$ cat src/rtl/cpu_run_ctrl.sv
// rtl/cpu_run_ctrl.sv - run/step controller deriving the 6502 clock, reset and cycle count
module cpu_run_ctrl #(
    parameter int unsigned DIV          = 6000000,
    parameter int unsigned RESET_CYCLES = 2,
    parameter int unsigned RUN_CYCLES   = 0,
    parameter int unsigned DEBOUNCE     = 120000
) (
    input  logic        CLK,
    input  logic        R,
    input  logic        run,
    input  logic        step_btn,
    input  logic        bp_en,
    input  logic [15:0] bp_addr,
    input  logic [15:0] addr_bus,
    output logic        cpu_clk,
    output logic        cpu_res,
    output logic [1:0]  state,
    output logic        bp_hit,
    output logic [31:0] cycle_count
);

    localparam int TW = (DIV > 1) ? $clog2(DIV) : 1;
    localparam int DW = (DEBOUNCE > 1) ? $clog2(DEBOUNCE) : 1;
    localparam int RW = (RESET_CYCLES > 1) ? $clog2(RESET_CYCLES) : 1;

    typedef enum logic [1:0] {
        S_RESET_HOLD = 2'd0,
        S_RUN        = 2'd1,
        S_PAUSE      = 2'd2,
        S_DONE       = 2'd3
    } run_state_t;

    logic [TW-1:0] tick;
    logic          tick_hit;

    logic          sync1;
    logic          sync2;
    logic          db_level;
    logic [DW-1:0] db_cnt;
    logic          step_pulse;

    run_state_t    st;
    logic          step_armed;
    logic [RW-1:0] rst_periods;

    logic [31:0]   next_count;
    logic          bp_match;
    logic          limit_hit;
    run_state_t    fall_state;

    assign tick_hit = (tick == TW'(DIV - 1));
    assign state    = st;

    // Free-running divider; the last count of each lap is the only edge cpu_clk may toggle on
    always_ff @(posedge CLK) begin
        if (R) begin
            tick <= '0;
        end else if (tick_hit) begin
            tick <= '0;
        end else begin
            tick <= tick + TW'(1);
        end
    end

    // Synchronise the button, accept a new level after DEBOUNCE equal samples, pulse on 0->1
    always_ff @(posedge CLK) begin
        if (R) begin
            sync1      <= 1'b0;
            sync2      <= 1'b0;
            db_level   <= 1'b0;
            db_cnt     <= '0;
            step_pulse <= 1'b0;
        end else begin
            sync1      <= step_btn;
            sync2      <= sync1;
            step_pulse <= 1'b0;
            if (sync2 == db_level) begin
                db_cnt <= '0;
            end else if (db_cnt == DW'(DEBOUNCE - 1)) begin
                db_level   <= sync2;
                db_cnt     <= '0;
                step_pulse <= sync2;
            end else begin
                db_cnt <= db_cnt + DW'(1);
            end
        end
    end

    // Outcome of a completed cycle: limit beats breakpoint beats a dropped run level
    always_comb begin
        next_count = (cycle_count == 32'hFFFF_FFFF) ? cycle_count : cycle_count + 32'd1;
        bp_match   = bp_en && (addr_bus == bp_addr);
        limit_hit  = (RUN_CYCLES != 0) && (next_count == 32'(RUN_CYCLES));
        fall_state = run ? S_RUN : S_PAUSE;
        if (bp_match) begin
            fall_state = S_PAUSE;
        end
        if (limit_hit) begin
            fall_state = S_DONE;
        end
    end

    // Run/step state machine; every decision is taken on a fall toggle so a started cycle always finishes
    always_ff @(posedge CLK) begin
        if (R) begin
            st          <= S_RESET_HOLD;
            cpu_clk     <= 1'b0;
            cpu_res     <= 1'b1;
            bp_hit      <= 1'b0;
            cycle_count <= '0;
            step_armed  <= 1'b0;
            rst_periods <= '0;
        end else begin
            case (st)
                S_RESET_HOLD: begin
                    if (tick_hit) begin
                        cpu_clk <= ~cpu_clk;
                        if (cpu_clk) begin
                            if (rst_periods == RW'(RESET_CYCLES - 1)) begin
                                cpu_res <= 1'b0;
                                st      <= S_RUN;
                            end else begin
                                rst_periods <= rst_periods + RW'(1);
                            end
                        end
                    end
                end
                S_RUN: begin
                    if (tick_hit) begin
                        cpu_clk <= ~cpu_clk;
                        if (cpu_clk) begin
                            cycle_count <= next_count;
                            st          <= fall_state;
                            if (bp_match) begin
                                bp_hit <= 1'b1;
                            end
                        end
                    end
                end
                S_PAUSE: begin
                    if (step_armed || cpu_clk) begin
                        // A stepped cycle is in flight; further step pulses are dropped
                        if (tick_hit) begin
                            cpu_clk    <= ~cpu_clk;
                            step_armed <= 1'b0;
                            if (cpu_clk) begin
                                cycle_count <= next_count;
                                st          <= fall_state;
                                if (bp_match) begin
                                    bp_hit <= 1'b1;
                                end
                            end
                        end
                    end else if (step_pulse) begin
                        step_armed <= 1'b1;
                        bp_hit     <= 1'b0;
                    end else if (run && !bp_hit) begin
                        st <= S_RUN;
                    end
                end
                S_DONE: begin
                end
                default: begin
                end
            endcase
        end
    end

endmodule

$ cat config.mk
export PLATFORM = sky130hd
export DESIGN_NAME = cpu_run_ctrl
export DESIGN_NICKNAME = d
export VERILOG_FILES = /design/src/rtl/cpu_run_ctrl.sv
export SDC_FILE = /design/constraint.sdc
export NUM_CORES = 1
export LEC_CHECK = 0
export ABC_AREA = 1
export CAP_MARGIN = 20
export CORE_MARGIN = 4
export CORE_UTILIZATION = 54
export DETAILED_ROUTE_END_ITERATION = 10
export PLACE_DENSITY = 0.77
export SETUP_SLACK_MARGIN = 0.1
export SLEW_MARGIN = 20
export SYNTH_ARGS = -nofsm -noshare
export SYNTH_HDL_FRONTEND = slang
export SYNTH_SLANG_ARGS = --single-unit
export TNS_END_PERCENT = 20
$ cat constraint.sdc
create_clock -name CLK -period 2.1 [get_ports CLK]
set_input_delay 0.525 -clock CLK [delete_from_list [all_inputs] [get_ports CLK]]
set_output_delay 0.525 -clock CLK [all_outputs]
set_load 0.02 [all_outputs]
### Word level (Yosys, flattened, before mapping)

Index checks and enable logic that the tools add are counted.

| storage, ports and cells | value |
|---|---|
| register bits after elaboration | 83 |
| bits of input ports | 37 |
| logic and storage cells | 85 |

| cells by class | value |
|---|---|
| add/subtract/negate cells | 4 |
| equal/unequal tests | 15 |
| muxes and demuxes | 29 |
| bitwise logic cells | 3 |
| reduce and logical (&&, ||, !) cells | 21 |

Operators with widths:

| kind | count |
|---|---|
| two-way mux 32 bit | 4 |
| case mux 32 bit (2 select lines) | 1 |
| adder 32 x 1 -> 32 bit (second input constant) | 1 |
| equality test 32 bit (second input constant) | 1 |
| adder 23 x 1 -> 23 bit (second input constant) | 1 |
| equality test 23 bit (second input constant) | 1 |
| two-way mux 2 bit | 10 |
| adder 17 x 1 -> 17 bit (second input constant) | 1 |
| equality test 17 bit (second input constant) | 1 |
| equality test 16 bit | 1 |
| two-way mux 1 bit | 11 |
| inequality test 2 bit (second input constant) | 5 |
| inequality test 3 bit (second input constant) | 3 |
| AND reduction 2 bit | 4 |
| case mux 2 bit (3 select lines) | 1 |
| AND reduction 3 bit | 2 |
| AND reduction 6 bit | 1 |
| nonzero test 2 bit | 3 |
| OR reduction 3 bit | 2 |
| case mux 1 bit (2 select lines) | 2 |
| AND reduction 4 bit | 1 |
| OR reduction 2 bit | 2 |
| NOT 1 bit | 3 |
| nonzero test 3 bit | 1 |
| other kinds (8) | 9 |

### Logic depth before layout (Yosys ltp)

| logic depth | value |
|---|---|
| depth after elaboration | 7 |
| gate-level depth with buffers | 11 |
| mapped depth without buffers | 11 |

### Least setup slack after synthesis

No wires, ideal clock.

| path | value |
|---|---|
| kind | reg2reg |
| from | register cycle_count[0] |
| to | register cycle_count[31] |
| data arrival time | 1.719 ns |
| required time | 1.968 ns |
| path slack | 0.248 ns |
| stages on the path, launching flop included | 12 |
| buffers on the path | 1 |
| period minus slack after synthesis | 1.852 ns |
| cells stage by stage | dfxtp_1 -> ha_1 -> nand3_1 -> inv_1 -> nand2_1 -> nor2_2 -> nand2_1 -> nand4_4 -> inv_4 -> buf_6 -> nand2_1 -> a21oi_1 |

| between the ends | value |
|---|---|
| cells in the longest elaborated chain, start to end | 6 |
| elaborated cells on any way between the ends | 7 |

RTL lines:

| item | line | RTL |
|---|---|---|
| from (decl) | 19 | `output logic [31:0] cycle_count` |
| from (signal assigned) | 132 | `cycle_count <= next_count;` |
| from (signal assigned) | 147 | `cycle_count <= next_count;` |
| adder 32 x 1 -> 32 bit / equality test 32 bit (equally long branches) | 91 | `next_count = (cycle_count == 32'hFFFF_FFFF) ? cycle_count : cycle_count + 32'd1;` |
| two-way mux 32 bit * | 91 |  |
| two-way mux 32 bit * | 131, 146 |  |
| two-way mux 32 bit * | 129 | `if (tick_hit) begin` |
| two-way mux 32 bit | 141 | `if (step_armed \|\| cpu_clk) begin` |
| case mux 32 bit (2 select lines) * | 114 | `case (st)` |

Mark *: on every way between the ends. The rest lies on a longest branch, timed or not. The select of a mux whose other input is x is not followed.
A chain may end at the register's enable or synchronous reset.

### Worst setup path after layout

| path | value |
|---|---|
| from | register cycle_count[3] |
| to | output cycle_count[3] |

No word-level cell between the ends.

==> impl_metrics.toml <==
[final_layout]
nFillCells = 731
antennaDiodeCount = 0
areaGrowthSynthToFinish_pct = 24.1
final_area_mm2 = 0.00586
stdcell_count = 922
layout_common_cells = "214 x nand2_1, 101 x nor2_1, 79 x inv_1, 79 x dfxtp_1, 70 x clkdlybuf4s50_1"
final_common_cell = "nand2_1"
layout-drive-gt1-share = 0.0624
final_nets = 857

[logic_synthesis]
synth_nets = 770
ys_warn_count = 0
synth_compound_area_frac = 0.0731
synth_xor_area_frac = 0.0834
synthDistinctLibCells = 33
synth_top_family_by_area = "simple AND/OR/NAND/NOR gates"
synth_area_per_cell_um2 = 6.52
synth_fa_ha_area_frac = 0.0212
synth_area_mm2 = 0.00473
synth_area_leaders = "dfxtp_1 35%, nand2_1 17%, nor2_1 8.0%, inv_1 6.3%, a21oi_1 5.4%"
synthSimpleGateAreaFrac = 0.389
yosysSeqAreaShare = 0.352
syn_inst = 725
synth_seq_cells = 83
synth_top_area_frac = 0.352
yosys.area.top_type = "dfxtp_1"
synth_mux_area_frac = 0

[timing]
timing.hold.ws_ps = 406
finalCritPeriodShare = 0.961
final-hold-violation-count = 0
fmax_mhz = 496
rsz0062_at_grt = "true"
tns_ps = 0
setup_viol = 0
slew-limit-headroom = 0.696
worst_pin_slew_ps = 453
fin_skew_ps = 9.70
final_max_slew_viol_count = 0
fin_crit_ps = 2020

[die]
die_area_mm2 = 0.0103
dieHeight_um = 102
rows = 33
die_x_um = 102
coreArea_mm2 = 0.00838
pin_count = 74
initial_core_util = 0.564

[clocking]
cts.sinks = 83
htree_levels = 3
cts_made_buffers = 9
root_buffer = "clkbuf_8"
hold_buffers = 0
clockBufferDepth = 2
clkSlewWorstSetupHoldPaths_ps = 90
cts_tree = "done"
clkLatencyLatePin_ps = 360

[critical_path]
cp_top_family = "buffers and inverters"
critical_path.max_stage_delay_ps = 660
path_max_fanout = 6
crit_buf_inv = 1
cp.required_ps = 1570
crit_path_start_kind = "flop"
path_class = "flop to output pin"
cpMaxStageDelayCell = "clkdlybuf4s50_1"
path_cells = "clkdlybuf4s50_1"
crit_arrival_ps = 1490
cp-end-kind = "output pin"

[routing]
finalWirelength_um = 11500
dr.pass1.iters = 5
initialDrtViolationCount = 254
drc = 0
vias = 4770
drtAntennaViolNets = 0
vias_per_cell = 5.17
wl_per_cell_um = 12.4

[pwr]
peakVddDrop_uv = 446
p_leak_nw = 2.18
report.power.total_mw = 2.84
p_per_area_mw_per_mm2 = 485

[placed_design]
dpl-instance-area_mm2 = 0.00563
numPortBuffers = 73
gp_congestion = 0.967
dp_hpwl_um = 8950
place_inst = 902

[grt]
antenna_found_initial = 0
track_usage = 0.231
grt_pass1_wl_um = 19300
grt_max_degree = 35
overflow = 0
first_global_vias = 4548

[flow_run]
maxCapViolations = 0

[min_path]
min_path_type = "flop to flop"

[outcome]
status = "finished, final reports clean"
[final timing paths]
| path | startpoint | to | slack (ps) | depth (start not counted) |
|---|---|---|---|---|
| max | cycle_count[3] | cycle_count[3] | 80 | 1 |
| min | sync1 | sync2 | 410 | 2 |
| min reg2reg | sync1 | sync2 | 410 | 2 |
| max reg2reg | cycle_count[3] | cycle_count[31] | 220 | 8 |
[state kept, by name, indices dropped and copies added (netlist names)]
| register | cells |
|---|---|
| cycle_count | 32 |
| tick | 23 |
| db_cnt | 17 |
| state | 2 |
| bp_hit | 1 |
| cpu_clk | 1 |
| cpu_res | 1 |
| db_level | 1 |
| rst_periods | 1 |
| step_armed | 1 |
| step_pulse | 1 |
| sync1 | 1 |
| sync2 | 1 |
[power by group]
group	switching (mW)	internal, mW	total (mW)
registers	0.00449	1.58	1.58
logic	0.0686	0.0949	0.163
clock network	0.650	0.448	1.10
[layer usage]
metal	wire length, µm	global-route usage	vias up
li1	-	-	2478
met1	5140	0.273	2174
met2	5620	0.410	99
met3	439	0.0503	19
met4	244	0.0808	0
met5	0	0	-
[cells in the mapped netlist (all sizes together)]
cell type / instances
a21boi: 1
a21oi: 51
and3: 1
buf: 6
clkbuf: 7
clkinv: 1
dfxtp: 83
ha: 8
inv: 82
nand2: 215
nand3: 33
nand3b: 3
nand4: 21
nor2: 105
nor3: 36
nor3b: 8
nor4: 2
o21a: 3
o21ai: 9
o21bai: 1
o31ai: 1
or2: 3
xnor2: 20
xor2: 25
[final cells by class]
| class | count | area, µm² | share of cell area |
|---|---|---|---|
| multi-input combinational | 546 | 2680 | 0.457 |
| sequential | 83 | 1670 | 0.284 |
| timing repair buffer | 89 | 876 | 0.149 |
| inverter | 83 | 324 | 0.0553 |
| tap | 105 | 131 | 0.0224 |
| clock buffer | 9 | 124 | 0.0211 |
| clock inverter | 7 | 60.1 | 0.0102 |
[stage by stage]
step | utilization | setup WS [ps]
after floorplan | - | 248
after global placement | 0.672 | 198
after detailed placement | 0.672 | 115
after CTS | 0.693 | 58.2
after global routing | 0.700 | 18.6
final | 0.700 | 82.0
[kinds of logic (layout without fill, tap and decap cells)]
| logic type | count (synthesis) | count (layout) |
|---|---|---|
| AND/OR/NAND/NOR | 427 | 427 |
| buffers and inverters | 96 | 188 |
| flip-flops | 83 | 83 |
| AO/OA/AOI/OAI | 66 | 66 |
| XOR/XNOR | 45 | 45 |
| adder cells (fa/ha/maj) | 8 | 8 |
[timing repair]
| action | in CTS | in global routing |
|---|---|---|
| pin swaps | 0 | 2 |
| gates resized for setup | 2 | 10 |
| buffers inserted | 0 | 4 |
| setup endpoints to repair | 14 | 59 |
| hold endpoints to repair | 0 | 0 |
(Power assumes the default switching activity.)
